File: config.mk
export PLATFORM = sky130hd
export DESIGN_NAME = ksa_16bits
export DESIGN_NICKNAME = d
export VERILOG_FILES = /design/src/rtl/ksa_pkg.sv /design/src/rtl/ksa_black_cell.sv /design/src/rtl/ksa_16bits.sv
export SDC_FILE = /design/constraint.sdc
export NUM_CORES = 1
export LEC_CHECK = 0
export BUFFER_PORTS_ARGS = -buffer_cell sky130_fd_sc_hd__buf_2
export CORE_MARGIN = 2
export CORE_UTILIZATION = 45
export DETAILED_ROUTE_END_ITERATION = 7
export PLACE_DENSITY = 0.92
export SLEW_MARGIN = 20
export SYNTH_ARGS = -nofsm -noshare
export SYNTH_HDL_FRONTEND = slang
export SYNTH_SLANG_ARGS = --single-unit
File: constraint.sdc
create_clock -name vclk -period 2.4
set_clock_uncertainty 0.2 [all_clocks]
set_input_delay 0.12 -clock vclk [all_inputs]
set_output_delay 0.12 -clock vclk [all_outputs]
set_load 0.02 [all_outputs]
File: src/rtl/ksa_pkg.sv
// Shared definitions for the Kogge-Stone adder family.
// Holds the default operand width, the derived prefix depth, the
// generate/propagate pair type and the prefix combine operator.
package ksa_pkg;

  localparam int KSA_WIDTH  = 16;
  localparam int KSA_STAGES = $clog2(KSA_WIDTH);

  // Generate/propagate pair carried through the prefix tree.
  typedef struct packed {
    logic g;
    logic p;
  } gp_t;

  // Associative prefix operator: hi is the more significant span.
  function automatic gp_t gp_combine(gp_t hi, gp_t lo);
    gp_t res;
    res.g = hi.g | (hi.p & lo.g);
    res.p = hi.p & lo.p;
    return res;
  endfunction

endpackage

File: src/rtl/ksa_black_cell.sv
// Kogge-Stone black cell: merges a (g,p) pair with the pair from the
// span immediately below it, producing the group (G,P) of the union.
module ksa_black_cell
  import ksa_pkg::*;
(
  input  logic g_hi,
  input  logic p_hi,
  input  logic g_lo,
  input  logic p_lo,
  output logic g,
  output logic p
);

  gp_t hi_s;
  gp_t lo_s;
  gp_t res_s;

  assign hi_s.g = g_hi;
  assign hi_s.p = p_hi;
  assign lo_s.g = g_lo;
  assign lo_s.p = p_lo;

  assign res_s = gp_combine(hi_s, lo_s);

  assign g = res_s.g;
  assign p = res_s.p;

endmodule

File: src/rtl/ksa_16bits.sv
// 16-bit Kogge-Stone parallel-prefix adder: {cout,out} = in1 + in2.
// Pre-process builds per-bit generate/propagate, a log2(WIDTH)-deep
// prefix tree of black cells forms every group generate, and the
// post-process XORs the carries back into the propagate bits.
// Optional feature macro: KSA_OUT_REG_EN
//   undefined (default): fully combinational, clk/rst ignored.
//   defined: {cout,out} registered on posedge clk, synchronous
//            active-high rst clears both, one cycle of latency.
module ksa_16bits
  import ksa_pkg::*;
#(
  parameter int WIDTH = KSA_WIDTH
)
(
  input  logic             clk,
  input  logic             rst,
  input  logic [WIDTH-1:0] in1,
  input  logic [WIDTH-1:0] in2,
  output logic [WIDTH-1:0] out,
  output logic             cout
);

  localparam int STAGES = $clog2(WIDTH);

  logic [WIDTH-1:0] g_pre_s;
  logic [WIDTH-1:0] p_pre_s;
  logic [WIDTH-1:0] g_fin_s;
  logic [WIDTH-1:0] p_fin_s;
  logic [WIDTH-1:0] carry_s;
  logic [WIDTH-1:0] sum_s;
  logic             cout_s;

  // Per-bit generate and propagate.
  assign g_pre_s = in1 & in2;
  assign p_pre_s = in1 ^ in2;

  // Prefix tree: stage k combines each bit with the bit 2**k below it.
  // Bits below the span already hold their final group value and pass
  // straight through, so no path is longer than STAGES cells.
  genvar k, i;
  generate
    for (k = 0; k < STAGES; k++) begin : gen_stage
      logic [WIDTH-1:0] g_in_s;
      logic [WIDTH-1:0] p_in_s;
      logic [WIDTH-1:0] g_s;
      logic [WIDTH-1:0] p_s;

      if (k == 0) begin : gen_first
        assign g_in_s = g_pre_s;
        assign p_in_s = p_pre_s;
      end else begin : gen_next
        assign g_in_s = gen_stage[k-1].g_s;
        assign p_in_s = gen_stage[k-1].p_s;
      end

      for (i = 0; i < WIDTH; i++) begin : gen_bit
        if (i >= (1 << k)) begin : gen_black
          ksa_black_cell u_cell (
            .g_hi (g_in_s[i]),
            .p_hi (p_in_s[i]),
            .g_lo (g_in_s[i - (1 << k)]),
            .p_lo (p_in_s[i - (1 << k)]),
            .g    (g_s[i]),
            .p    (p_s[i])
          );
        end else begin : gen_pass
          assign g_s[i] = g_in_s[i];
          assign p_s[i] = p_in_s[i];
        end
      end
    end
  endgenerate

  // Final group values: g_fin_s[i] is the carry out of bit i.
  assign g_fin_s = gen_stage[STAGES-1].g_s;
  assign p_fin_s = gen_stage[STAGES-1].p_s;

  // Post-process: no carry-in, so bit 0 sees a zero carry.
  assign carry_s = {g_fin_s[WIDTH-2:0], 1'b0};
  assign sum_s   = p_pre_s ^ carry_s;
  assign cout_s  = g_fin_s[WIDTH-1];

`ifdef KSA_OUT_REG_EN

  // Final group propagate is not needed to form the sum.
  logic unused_s;
  assign unused_s = &{1'b0, p_fin_s};

  // Output register: reset clears the result and wins over a new sum.
  always_ff @(posedge clk) begin
    if (rst) begin
      out  <= {WIDTH{1'b0}};
      cout <= 1'b0;
    end else begin
      out  <= sum_s;
      cout <= cout_s;
    end
  end

`else

  // Clock, reset and final group propagate have no role in this build.
  logic unused_s;
  assign unused_s = &{1'b0, clk, rst, p_fin_s};

  // Combinational output: the sum tracks the operands directly.
  always_comb begin
    out  = sum_s;
    cout = cout_s;
  end

`endif

endmodule

==> impl_metrics.ini <==
[die]
floorplan.initialDensity = 0.488
floorplan.core_area_mm2 = 0.00154
fp.dieW_um = 44.9
ioPinCount = 51
die_h_um = 44.9
rows = 14
floorplan.die_area_mm2 = 0.00201

[finish]
antenna_cells_inserted = 0
drive_above_1_share = 0.375
seq_cells = 0
synthToLayoutAreaGrowth_pct = 35.9
seqCellArea_um2 = 0
nClkBuffers = 0
most_common_library_cell_in_the_layout_ignoring_fill_and_taps = buf_2
layout_common_cells = 48 x buf_2, 16 x ha_1, 14 x a21oi_1, 8 x a21o_1, 8 x xnor2_1
nNetsFinal = 197

[setup_path]
cp.buffers_inverters = 2
crit_path_cell_trace = buf_2, ha_1, fa_1, a21o_1, a31oi_4, o21bai_2, and4_1, nor3_2, buf_4
slowest_stage = fa_1
setup.worst_path.class = in2out
cp_top_family = adder cells
data_arrival_critical_path_ns = 1.99
worst_setup_path_startpoint = in1[0]
timing.critical_path.from_type = primary input
critPathMaxStageDelay_ns = 0.42
critical_path_depth = 9
worstPathMaxFanout = 4
worst_setup_path_end_kind = output port
critPathRequiredTime_ns = 2.08

[grt]
vias_in_the_first_global_route = 780
grt_remaining_overflow = 0
wire_length_of_the_first_global_routing_pass_um = 3220
grt_antenna_before_repair = 0
gr-usage-all-layers = 0.200
pin_count_of_the_biggest_net_entering_global_routing = 11

[synthesis]
yosysUniqueCellTypes = 32
yosys_warnings = 0
yosys.area_share.xor_xnor = 0.140
synthAdderAreaFrac = 0.293
synth.avg_cell_area_um2 = 7.67
yosys-mux-area-fraction = 0
synth_compound_gate_area_share = 0.394
cell_area_after_synthesis_um2 = 752
synth_fp_nets = 149
share_of_synthesized_area_occupied_by_flip_flops_and_latches = 0
synth_cells = 98
dominant_combinational_cell_family_by_area_after_synthesis = compound AO/OA/AOI/OAI gates
synthSimpleGateAreaFrac = 0.146

[power_and_ir_drop]
total_chip_power_w = 0.000380
ir_worst_vdd_uv = 176
power_per_cell_area_mw_per_mm2 = 372
p_leak_nw = 0.554

[sta]
setup-violations-final = 0
fmax_ghz = 0.434
finalHoldViolCount = 0
final_min_period_over_clock_period = 0.961
timing.final.ws_setup_ns = 0.0947
rsz0062_at_grt = no
final.setup.tns_ns = 0
slew_violations = 0
tightest_slew_ns = 0.396
final.min_clock_period_ns = 2.31
max-slew-margin-rel = 0.735

[placed_design]
pre_cts_ws_ns = 0.0404
buffer_ports.inserted = 49
gpl.final_weighted_congestion = 0.836
dpl.hpwl_um = 1840

[cts]
post_cts_buffers = 0
cts.hold.buffers_added = 0
post_cts_resize_count = 0

[hold_path]
worst_hold_path_type = in2out
min-delay-start = in2[0]
whs_path_depth = 3
whs_endpoint = out[0]

[detailed_routing]
num_vias = 972
finalWirelength_um = 2260
drt_iter0_drcs = 22
via_per_inst = 6.08
remaining_drc_errors = 0
detail_route.wl_per_cell_um = 14.1
ant_nets = 0
drtPass1Iterations = 4

[outcome]
run_status = complete, no violations

[flow_run]
cap_violations = 0
-- per-stage QoR --
| step | hold WS, ns | instance area [µm²] | instances | utilization |
|---|---|---|---|---|
| 3_5_place_dp | 0.380 | 1000 | 160 | 0.649 |
| 3_3_place_gp | 0.368 | 1000 | 160 | 0.649 |
| 5_1_grt | 0.411 | 1020 | 160 | 0.663 |
| 2_1_floorplan | 0.259 | 752 | 98 | - |
| 4_1_cts | 0.382 | 1000 | 160 | 0.649 |
| 6_report | 0.391 | 1020 | 160 | 0.663 |
-- cell type report --
type / instances / area [µm²]
Tap cell: 16 / 20.0
Timing Repair Buffer: 49 / 248
Multi-Input combinational cell: 94 / 751
Inverter: 1 / 3.75
Fill cell: 129 / 519
-- worst max-delay path by stage --
stage | end
floorplan | out[12]
global placement | out[12]
detailed placement | out[12]
CTS | out[12]
global route | out[12]
finish | out[12]
-- metal layers --
metal | global-route usage | up-vias | part of all wire
li1 | - | 474 | -
met1 | 0.281 | 448 | 0.42
met2 | 0.357 | 48 | 0.51
met3 | 0 | 2 | 0.066
met4 | 0.0176 | 0 | 0.0093
met5 | 0 | - | 0
-- synth_stat cells --
library cell  instances  area, µm²
a21oi_1              14       70.1
and3_1                2       12.5
a211oi_1              3       22.5
o21ai_1               6       30.0
and4_1                1       8.76
inv_1                 1       3.75
o31a_1                1       8.76
o21a_1                2       15.0
a21o_1                8       60.1
clkbuf_1              1       3.75
buf_2                 1       5.00
fa_1                  1       20.0
nand2_1               4       15.0
a31oi_1               2       12.5
o21ai_0               2       10.0
nor2_1                3       11.3
xor2_1                4       35.0
and2_1                2       12.5
nand4_1               1       6.26
nor3_2                1       10.0
o21bai_1              2       15.0
o211ai_1              1       7.51
a211oi_2              1       12.5
ha_1                 16        200
o211ai_2              1       12.5
xnor2_1               8       70.1
o2111a_1              1       11.3
a211o_1               1       8.76
nand3_1               4       20.0
buf_4                 1       7.51
or4_1                 1       7.51
nand2b_1              1       6.26
-- report_power, final --
part	internal [W]	switching (W)
clock network	0	0
registers	0	0
logic	0.000155	0.000225
-- kinds of logic after synthesis --
logic type               count (synthesis)
adder cells (fa/ha/maj)                 17
buffers and inverters                    4
XOR/XNOR                                12
AND/OR/NAND/NOR                         20
AO/OA/AOI/OAI                           45
(Power assumes the default switching activity.)
